--- src/rtl/radio_enable_sequencer_if.sv ---
// Request/config/enable bundle between the power controller (master) and the
// radio enable sequencer (slave).
interface radio_enable_sequencer_if #(
  parameter int CNT_W = 8
);
  logic             rx_req;
  logic             iso_req;
  logic [CNT_W-1:0] cfg_on_dly;
  logic [CNT_W-1:0] cfg_off_dly;
  logic             radio_enable;
  logic             radio_rx_en;
  logic             iso_ack;
  logic             busy;

  modport master (
    output rx_req, iso_req, cfg_on_dly, cfg_off_dly,
    input  radio_enable, radio_rx_en, iso_ack, busy
  );

  modport slave (
    input  rx_req, iso_req, cfg_on_dly, cfg_off_dly,
    output radio_enable, radio_rx_en, iso_ack, busy
  );
endinterface

--- src/rtl/radio_enable_sequencer.sv ---
// Sequences radio power and RX enables (power before RX on, RX before power off)
// and drains both before acknowledging an isolation request.
//
// state   | meaning
// --------+-----------------------------------------------------------
// IDLE    | radio fully off, waiting for rx_req or iso_req
// PWR_ON  | power up, settling cfg_on_dly+1 cycles before RX enable
// RX_ON   | power and RX enabled
// RX_OFF  | RX dropped, settling cfg_off_dly+1 cycles before power off
// PWR_OFF | power dropped, settling cfg_off_dly+1 cycles
// ISO     | both enables drained, isolation acknowledged
module radio_enable_sequencer #(
  parameter int CNT_W = 8
) (
  input logic                     ck,
  input logic                     arst,
  radio_enable_sequencer_if.slave bus
);

  typedef enum logic [2:0] {
    IDLE    = 3'd0,
    PWR_ON  = 3'd1,
    RX_ON   = 3'd2,
    RX_OFF  = 3'd3,
    PWR_OFF = 3'd4,
    ISO     = 3'd5
  } state_t;

  // {radio_enable, radio_rx_en, iso_ack, busy}
  localparam logic [3:0] O_IDLE    = 4'b0000;
  localparam logic [3:0] O_PWR_ON  = 4'b1001;
  localparam logic [3:0] O_RX_ON   = 4'b1100;
  localparam logic [3:0] O_RX_OFF  = 4'b1001;
  localparam logic [3:0] O_PWR_OFF = 4'b0001;
  localparam logic [3:0] O_ISO     = 4'b0010;

  localparam logic [CNT_W-1:0] CNT_ONE = CNT_W'(1);

  state_t           state;
  logic [CNT_W-1:0] cnt;
  logic [3:0]       outs;
  logic             done;

  assign done = (cnt == '0);

  // Outputs are registered alongside the state, so they are a pure function of
  // the state register with no input-to-output path.
  always_ff @(posedge ck or posedge arst) begin
    if (arst) begin
      state <= IDLE;
      cnt   <= '0;
      outs  <= O_IDLE;
    end else begin
      if (!done) cnt <= cnt - CNT_ONE;
      case (state)
        IDLE: begin
          if (bus.iso_req) begin
            state <= ISO;
            outs  <= O_ISO;
          end else if (bus.rx_req) begin
            state <= PWR_ON;
            outs  <= O_PWR_ON;
            cnt   <= bus.cfg_on_dly;
          end
        end
        PWR_ON: begin
          if (bus.iso_req || !bus.rx_req) begin
            state <= PWR_OFF;
            outs  <= O_PWR_OFF;
            cnt   <= bus.cfg_off_dly;
          end else if (done) begin
            state <= RX_ON;
            outs  <= O_RX_ON;
          end
        end
        RX_ON: begin
          if (bus.iso_req || !bus.rx_req) begin
            state <= RX_OFF;
            outs  <= O_RX_OFF;
            cnt   <= bus.cfg_off_dly;
          end
        end
        RX_OFF: begin
          if (done) begin
            state <= PWR_OFF;
            outs  <= O_PWR_OFF;
            cnt   <= bus.cfg_off_dly;
          end
        end
        PWR_OFF: begin
          // A dropped iso_req never aborts the drain; it only picks the exit.
          if (done) begin
            if (bus.iso_req) begin
              state <= ISO;
              outs  <= O_ISO;
            end else begin
              state <= IDLE;
              outs  <= O_IDLE;
            end
          end
        end
        ISO: begin
          if (!bus.iso_req) begin
            state <= IDLE;
            outs  <= O_IDLE;
          end
        end
        default: begin
          state <= IDLE;
          outs  <= O_IDLE;
        end
      endcase
    end
  end

  assign bus.radio_enable = outs[3];
  assign bus.radio_rx_en  = outs[2];
  assign bus.iso_ack      = outs[1];
  assign bus.busy         = outs[0];

endmodule

--- src/flat_wrapper.sv ---
// flat-port wrapper written by rule: the top's interface ports become plain ports
module radio_enable_sequencer_flat 
#(
  parameter int CNT_W = 8
)
  (ck, arst, bus_rx_req, bus_iso_req, bus_cfg_on_dly, bus_cfg_off_dly, bus_radio_enable, bus_radio_rx_en, bus_iso_ack, bus_busy);
  radio_enable_sequencer_if #(.CNT_W(CNT_W)) bus_i ();
  input logic ck;
  input logic arst;
  input wire logic [$bits(bus_i.rx_req)-1:0] bus_rx_req;
  input wire logic [$bits(bus_i.iso_req)-1:0] bus_iso_req;
  input wire logic [$bits(bus_i.cfg_on_dly)-1:0] bus_cfg_on_dly;
  input wire logic [$bits(bus_i.cfg_off_dly)-1:0] bus_cfg_off_dly;
  output wire logic [$bits(bus_i.radio_enable)-1:0] bus_radio_enable;
  output wire logic [$bits(bus_i.radio_rx_en)-1:0] bus_radio_rx_en;
  output wire logic [$bits(bus_i.iso_ack)-1:0] bus_iso_ack;
  output wire logic [$bits(bus_i.busy)-1:0] bus_busy;
  assign bus_i.rx_req = bus_rx_req;
  assign bus_i.iso_req = bus_iso_req;
  assign bus_i.cfg_on_dly = bus_cfg_on_dly;
  assign bus_i.cfg_off_dly = bus_cfg_off_dly;
  assign bus_radio_enable = bus_i.radio_enable;
  assign bus_radio_rx_en = bus_i.radio_rx_en;
  assign bus_iso_ack = bus_i.iso_ack;
  assign bus_busy = bus_i.busy;
  radio_enable_sequencer #(.CNT_W(CNT_W)) u_core (.ck(ck), .arst(arst), .bus(bus_i));
endmodule
--- config.mk ---
export PLATFORM = sky130hd
export DESIGN_NAME = radio_enable_sequencer_flat
export DESIGN_NICKNAME = d
export VERILOG_FILES = /design/src/rtl/radio_enable_sequencer_if.sv /design/src/rtl/radio_enable_sequencer.sv /design/src/flat_wrapper.sv
export SDC_FILE = /design/constraint.sdc
export NUM_CORES = 1
export LEC_CHECK = 0
export CAP_MARGIN = 20
export CORE_ASPECT_RATIO = 0.6
export CORE_MARGIN = 4
export CORE_UTILIZATION = 41
export CTS_CLUSTER_DIAMETER = 40
export DETAILED_ROUTE_END_ITERATION = 8
export PLACE_DENSITY = 0.7
export SYNTH_ARGS = -nofsm -noshare
export SYNTH_HDL_FRONTEND = slang
export SYNTH_SLANG_ARGS = --single-unit
--- constraint.sdc ---
create_clock -name ck -period 2.1 [get_ports ck]
set_input_delay 0.42 -clock ck [delete_from_list [all_inputs] [get_ports ck]]
set_output_delay 0.42 -clock ck [all_outputs]
set_load 0.03 [all_outputs]
# ---- After elaboration in Yosys (flattened, before gate mapping)
# Cells that the tools add are included.
# Widths: inputs -> output; s select.
dict set report word_totals {
  regBits 15
  input_bits 20
  output_inout_bits 4
  elab_cells 47
}
dict set report op_classes {
  n_addsub 1
  eq_ne 11
  mux 26
  reduce_logical 6
}
# cell count
set op_table {}
lappend op_table {{$mux 8} 5}
lappend op_table {{$mux 4} 8}
lappend op_table {{$mux 3} 9}
lappend op_table {{$pmux 4 s6} 1}
lappend op_table {{$pmux 8 s3} 1}
lappend op_table {{$pmux 3 s6} 1}
lappend op_table {{$logic_not 8->1} 1}
lappend op_table {{$sub 8x1->8 const B} 1}
lappend op_table {{$eq 3x2->1 const B} 2}
lappend op_table {{$eq 3x3->1 const B} 2}
lappend op_table {{$ne 2x1->1 const B} 3}
lappend op_table {{$reduce_and 6->1} 1}
lappend op_table {{$eq 3x1->1 const B} 1}
lappend op_table {{$logic_not 3->1} 1}
lappend op_table {{$ne 3x1->1 const B} 1}
lappend op_table {{$ne 3x3->1 const B} 1}
lappend op_table {{$mux 2} 1}
lappend op_table {{$ne 2x2->1 const B} 1}
lappend op_table {{$reduce_or 2->1} 1}
lappend op_table {{$logic_not 1->1} 1}
lappend op_table {{$logic_or 1x1->1} 1}

# ---- Depth between registers and ports, before layout
dict set report logic_depth {
  depth_word 5
  mapped_depth 7
  ltp_nobuf 7
}

# ---- Worst setup path after synthesis
# Ideal clock, no wire load.
dict set report synth_path {
  path_type {flip-flop to flip-flop}
  start {register u_core.cnt[2]}
  end {register u_core.cnt[2]}
  setup_ns 0.126
  t_arrival_ns 1.986
  t_required_ns 1.974
  setup_slack_ns -0.012
  stages_incl_launch_ff 7
  n_path_buf 1
  synth_period_minus_slack_ns 2.112
  path_cell_list {dfrtp_1 > or4_4 > or4b_4 > buf_6 > o21ai_2 > nor2_1 > a221o_1}
}
dict set report synth_between {
  elab_chain_cells 5
  word_cells_on_any_way 8
  classes_between {add/sub (1); mux (6); reduce/logical (1)}
}
# item line_no
set synth_lines {}
lappend synth_lines {{from (decl)} radio_enable_sequencer.sv:40} ;# logic [CNT_W-1:0] cnt;
lappend synth_lines {{from (signal assigned)} radio_enable_sequencer.sv:54} ;# if (!done) cnt <= cnt - CNT_ONE;
lappend synth_lines {{from (signal assigned)} radio_enable_sequencer.sv:63} ;# cnt <= bus.cfg_on_dly;
lappend synth_lines {{from (signal assigned)} radio_enable_sequencer.sv:70} ;# cnt <= bus.cfg_off_dly;
lappend synth_lines {{$sub 8x1->8 or $logic_not 8->1 (tied branches)} {radio_enable_sequencer.sv:54, radio_enable_sequencer.sv:44}}
lappend synth_lines {{$mux 8} radio_enable_sequencer.sv:54}
lappend synth_lines {{$mux 8} radio_enable_sequencer.sv:60} ;# end else if (bus.rx_req) begin
lappend synth_lines {{$mux 8} radio_enable_sequencer.sv:57} ;# if (bus.iso_req) begin
lappend synth_lines {{$pmux 8 s3 *} radio_enable_sequencer.sv:55} ;# case (state)
# Mark *: on every way between the ends. The rest lies on a longest branch, timed or not.
# A chain may end at the register's enable or synchronous reset.

# ---- Worst setup path in the final report
dict set report layout_path {
  start {register u_core.cnt[2]}
  end {register u_core.outs[0]}
}
dict set report layout_between {
  elab_chain_cells 3
  word_cells_on_any_way 5
  classes_between {eq/ne (3); reduce/logical (2)}
}
# item line_no
set layout_lines {}
lappend layout_lines {{$logic_not 8->1 *} radio_enable_sequencer.sv:44} ;# assign done = (cnt == '0);
lappend layout_lines {{$ne 3x1->1 (no line) or $ne 2x1->1 (tied branches)} --}
lappend layout_lines {{$reduce_and 6->1 (no line) *} --}
lappend layout_lines {{to (signal assigned)} radio_enable_sequencer.sv:52} ;# outs <= O_IDLE;
lappend layout_lines {{to (signal assigned)} radio_enable_sequencer.sv:59} ;# outs <= O_ISO;
lappend layout_lines {{to (signal assigned)} radio_enable_sequencer.sv:62} ;# outs <= O_PWR_ON;
lappend layout_lines {{to (decl)} radio_enable_sequencer.sv:41} ;# logic [3:0] outs;
# Marked as above.

==> flow_summary_export.csv <==
group,metric,value,unit
logic_synthesis,avgSynthCellArea,8.72,um2
sta,period_share,103,%
sta,drv_slew,0,
global_route,grt_pass1_wl,5730,um
logic_synthesis,synth_largest_area_cell,"dfrtp_1",
final_layout,drive_gt1_share,24.7,%
power,seq_power_share,29.4,%
logic_synthesis,netlist.area_leader.share,32.1,%
final_layout,layout_commonest_cell,"clkdlybuf4s50_1",
floorplan,die_x,76.9,um
final_layout,final_cell_mix,"23 x clkdlybuf4s50_1, 22 x buf_4, 15 x dfrtp_1",
sta,fmax,462,MHz
route,routedWlPerCell,16.7,um
global_route,track_usage,18.9,%
floorplan,die_height,49.4,um
route,drt_iter0_markers,65,
logic_synthesis,ys.flop_type,"dfrtp_1",
power,p_comb_share,57.4,%
logic_synthesis,synth_simple_gate_area_share,23.6,%
flow_run,drv_cap,0,
status,status,"finished with violations",
setup_path,worstSetupEndpointType,"register",
route,ant_nets,0,
global_route,grt_overflow,0,
clock_network,cts_buffers,3,
power,power,1.78,mW
sta,fin_setup_tns,-296,ps
placement,io_buffers,23,
logic_synthesis,ys_seq_elements,15,
logic_synthesis,syn_inst,134,
floorplan,io_pins,24,
route,vias,1198,
floorplan,core,0.00261,mm2
sta,setup_viol,8,
power,intPower,1.07,mW
logic_synthesis,yosys-top-cells-area,"dfrtp_1 32%, a221o_1 5.1%, nor2_1 4.8%",
sta,fin_crit,2170,ps
setup_path,crit_path_start_kind,"register",
logic_synthesis,syn_nets,156,
setup_path,slowest_delay,580,ps
power,p_sw,0.717,mW
placement,placed_cells,201,
floorplan,rows,14,
power,ir_drop,0.756,mV
global_route,grt_pass1_vias,1187,
power,powerDensity,1070,mW/mm2
setup_path,required,2230,ps
power,p_clk_share,13.2,%
sta,holdWs,505,ps
power,p_sw_share,40.2,%
sta,fin_skew,1.75,ps
route,drc,0,
floorplan,start_util,44.8,%
route,dr.pass1.iters,4,
sta,setup_ws,-65.6,ps
setup_path,crit_path_top_delay_cell,"or4b_4",
route,routed_wl,3450,um
logic_synthesis,synth_fa_ha_area_share,2.14,%
clock_network,cts_tree,"yes",
setup_path,cp_num_buf_inv,1,
logic_synthesis,synth-xor-area-share,6.00,%
final_layout,diodes,0,
global_route,grt_max_degree,19,
logic_synthesis,synth_enable_flop_cells,0,
logic_synthesis,syn_area,0.00117,mm2
global_route,antenna_found_initial,0,
logic_synthesis,synth_top_family_by_area,"compound AO/OA/AOI/OAI gates",
hold_path,hp-class,"reg -> reg",
placement,placed_area,0.00156,mm2
final_layout,design_area,0.00167,mm2
power,leakage,0.669,nW
setup_path,crit_type,"reg -> reg",
clock_network,cts_max_level,1,
logic_synthesis,seq_area_frac_synth,32.1,%
final_layout,fin_util,64.0,%
final_layout,final-instance-count-excl-fill,206,
logic_synthesis,yosysWarnings,0,
final_layout,area_delta_synth_final,42.9,%
placement,pre_cts_ws,-159,ps
clock_network,clock_latency,250,ps
status,violations,"setup timing",
setup_path,crit_arrival,2300,ps
setup_path,crit_chain,"or4_4, or4b_4, buf_6, o21ai_4, nand2_2, a22o_1",
logic_synthesis,synth_cell_types,47,
clock_network,clockBufferDepth,2,
floorplan,dieArea,0.00380,mm2
route,via_per_inst,5.82,
logic_synthesis,ys_async_sr_fraction,100,%
clock_network,cts_hold_buf,0,
placement,hpwlAfterDp,2580,um
placement,gp_congestion,0.911,
sta,hold_viol_final,0,
final_layout,fin_nets,197,
setup_path,cp_top_family,"simple AND/OR/NAND/NOR gates",
sta,tightest_slew,612,ps
logic_synthesis,synthMuxAreaShare,2.68,%
setup_path,worstPathMaxFanout,6,
sta,rsz0062_at_grt,"yes",
clock_network,clock_sinks,15,
clock_network,root_buffer,"clkbuf_8",
sta,relSlewSlack,59.2,%
clock_network,clk_pin_slew,60,ps
logic_synthesis,synth_compound_area_share,27.0,%
kinds of logic (layout without fill, tap and decap cells):
group	count (synthesis)	count (layout)
AND/OR/NAND/NOR	48	48
buffers and inverters	18	58
AO/OA/AOI/OAI	40	40
adder cells (fa/ha/maj)	2	2
flip-flops	15	15
multiplexers	3	3
XOR/XNOR	8	8
worst paths after layout:
kind	startpoint	cells after the start	slack, ps	end
worst max-delay path	u_core.cnt[2]$_DFF_PP0_	6	-70	u_core.outs[0]$_DFFE_PP0P_
worst min-delay path	u_core.outs[3]$_DFFE_PP0P_	1	510	u_core.outs[3]$_DFFE_PP0P_
worst max register to register	u_core.cnt[2]$_DFF_PP0_	6	-70	u_core.outs[0]$_DFFE_PP0P_
worst min register to register	u_core.outs[3]$_DFFE_PP0P_	1	510	u_core.outs[3]$_DFFE_PP0P_
max in group asynchronous	arst	2	1170	u_core.state[1]$_DFFE_PP0P_
min in group asynchronous	arst	2	540	u_core.cnt[3]$_DFF_PP0_
power by group through the flow:
| stage | clock [mW] | combinational [mW] | sequential, mW |
|---|---|---|---|
| floorplan | 0 | 0.574 | 0.550 |
| global placement | 0 | 0.942 | 0.519 |
| detailed placement | 0 | 0.962 | 0.523 |
| CTS | 0.239 | 0.981 | 0.521 |
| global route | 0.262 | 1.12 | 0.542 |
| finish | 0.235 | 1.02 | 0.525 |
routing by layer:
layer / wire [um] / share of wire, % / global-route usage [%] / up-vias
li1: - / - / - / 581
met1: 1690 / 49 / 26.8 / 575
met2: 1510 / 44 / 28.5 / 40
met3: 233 / 6.8 / 6.27 / 2
met4: 12 / 0.35 / 2.71 / 0
met5: 0 / 0 / 0 / -
cell type report:
type | count | area, um2
multi-input cells | 101 | 772
well taps | 32 | 40.0
fillers | 206 | 940
flip-flops and latches | 15 | 375
repair buffers | 46 | 407
inverters | 8 | 30.0
clock inverters | 1 | 5.00
clock buffers | 3 | 41.3
timing repair:
item,CTS,global route
setup endpoints to repair,8,12
gates resized for setup,2,8
pin swaps,0,9
setup buffers,0,1
state kept, by name, indices dropped and copies added (netlist names):
name / flops
u_core.cnt: 8
u_core.outs: 4
u_core.state: 3
cells in the mapped netlist (2+ instances only):
cell type  count
dfrtp_1       15
nor2_1        15
a21oi_1        8
inv_1          7
nand2_1        7
a221o_1        6
clkbuf_1       6
o22ai_1        5
xnor2_1        5
nand3_1        4
nor3_1         4
a31oi_1        3
nand2b_1       3
nor4_1         3
xor2_1         3
a21o_1         2
buf_1          2
ha_1           2
mux2i_1        2
nor2b_1        2
nor3b_1        2
nor4bb_1       2
o21ai_0        2
Note: power is estimated with default switching activity, not from simulation.
==> RTL edit (config.mk and constraints unchanged) <==
Encoding of `state_t`: now Gray code (3 bits for 6 states).
--- a/src/rtl/radio_enable_sequencer.sv
+++ b/src/rtl/radio_enable_sequencer.sv
@@ -18,12 +18,12 @@
 );
 
   typedef enum logic [2:0] {
-    IDLE    = 3'd0,
-    PWR_ON  = 3'd1,
-    RX_ON   = 3'd2,
-    RX_OFF  = 3'd3,
-    PWR_OFF = 3'd4,
-    ISO     = 3'd5
+    IDLE    = 3'b000,
+    PWR_ON  = 3'b001,
+    RX_ON   = 3'b011,
+    RX_OFF  = 3'b010,
+    PWR_OFF = 3'b110,
+    ISO     = 3'b111
   } state_t;
 
   // {radio_enable, radio_rx_en, iso_ack, busy}
Formal check against the unedited RTL: same outputs for any inputs over 10 cycles, from zero or initial values and one cycle with arst high; not proved beyond that.
==> RTL edit against the original RTL <==
Sequential share of layout area is 3.1 points higher. Maximum frequency is 9.6% higher. Worst setup slack improved by 0.19 ns. Synthesized area down 4.6%. Clock skew rose by 0.0020 ns. Sequential cell count unchanged. Highest routed layer unchanged. Critical path depth is the same. Routed wire length shrank 14%. Final area shrank 12%. Non-clock buffer count decreased by 14.
Power is not compared: it rests on default switching activity, and its combinational part moved more than twofold at a synthesized area within 25%.
==> RTL edit: results (changes against the original RTL) <==
cts:
  postCtsResizedCells: 0  # -2
setup_path:
  timing.rr.end: "u_core.outs[3]"
  cp_top_family: "compound AO/OA/AOI/OAI gates"
  cpPeakStageDelay_ns: 0.50  # -0.08 ns
  crit_slowest_cell: "clkdlybuf4s50_1"
  reg2reg_slack_ns: 0.15  # +0.22 ns
  reg2reg_depth: 5  # -1
  r2r_start: "u_core.cnt[3]"
routing:
  routedWlPerCell_um: 16.28  # -2.7%
  drt_iter0_drc: 131  # +100%
  dr_wl_met2_um: 1314  # -13%
  wl_met3_um: 207  # -11%
  vias: 1019  # -15%
  met1_length_um: 1426  # -16%
synthesis:
  ys_top_cells_by_area: "dfrtp_1 (34%), o221ai_2 (9.4%), nand2_1 (6.7%), inv_1 (4.4%), o41ai_2 (4.4%)"
  synthCells: 121  # -9.7%
  synth-seq-area-share: 0.3367  # +0.01550
  ys_types: 38  # -19%
place:
  gp_congestion: 0.8728  # -4.2%
  dpl_cell_area_um2: 1423  # -8.7%
  place_hpwl_um: 2343  # -9.0%
sta:
  fin_skew_ns: 0.003698  # +0.001953 ns
  worstMarginPinSlew_ns: 0.5833  # -0.02890 ns
  whs_ns: 0.4738  # -0.03123 ns
final_layout:
  drive_gt1_frac: 0.1867  # -0.06046
  fin_util: 0.5739  # -0.06611
  final_nets: 173  # -12%
  fill_cells: 222  # +7.8%
  finalNonFillerCells: 182  # -12%
min_path:
  min_to: "u_core.outs[1]"
  hold_depth: 2  # +1
  hp-start: "u_core.outs[1]"
grt:
  track_usage: 0.1753  # -0.01410
  met3_usage: 0.05165  # -0.01108
  grt_max_degree: 16  # -3
  use_met2: 0.2321  # -0.05259
  met1_usage: 0.2755  # +0.007873
  grt_pass1_vias: 987  # -17%
  grt_pass1_wl_um: 4857  # -15%
status:
  status: "completed"
job:
  max_cap_viol_count: 0  # unchanged
## RTL edit: worst max path at each step
stage                       start         endpoint  slack, ns  depth (start not counted)
CTS                    bus_rx_req    u_core.cnt[0]       0.14                          6
detailed placement     bus_rx_req    u_core.cnt[0]      -0.11                          6
global route        u_core.cnt[3]   u_core.outs[3]       0.04                          5
finish                 bus_rx_req    u_core.cnt[0]       0.12                          6
global placement       bus_rx_req    u_core.cnt[0]       0.02                          6
floorplan           u_core.cnt[0]  u_core.state[1]       0.39                          7
## RTL edit: where the power goes
group	leakage (nW)	switching, mW	internal, mW
registers	0.172	0.0802	0.358
clock network	0.0228	0.103	0.134
logic	0.430	0.130	0.174
## RTL edit: stage by stage
| step | total power [mW] | setup slack (ns) |
|---|---|---|
| 6_report | 0.9798 | 0.1248 |
| 4_1_cts | 0.9847 | 0.1439 |
| 2_1_floorplan | 0.6395 | 0.3942 |
| 3_3_place_gp | 0.7263 | 0.02191 |
| 3_5_place_dp | 0.7439 | -0.1051 |
| 5_1_grt | 1.041 | 0.04067 |
## RTL edit: cells by family (layout without fill, tap and decap cells)
group | count (synthesis) | count (layout) | synth area share
and+or+nand+nor | 46 | 46 | 0.2121
adders and majority gates | 2 | 2 | 0.02244
buffers and inverters | 20 | 49 | 0.08193
DFF | 15 | 15 | 0.3367
AOI/OAI and AO/OA | 31 | 31 | 0.2907
muxes | 1 | 1 | 0.008979
xor gates and xnor gates | 6 | 6 | 0.04714
## RTL edit: layout make-up
| cell class | count | area share |
|---|---|---|
| Multi-Input combinational cell | 86 | 0.4416 |
| Sequential cell | 15 | 0.2558 |
| Timing Repair Buffer | 32 | 0.2114 |
| Inverter | 13 | 0.03325 |
| Clock buffer | 4 | 0.03069 |
| Tap cell | 32 | 0.02728 |
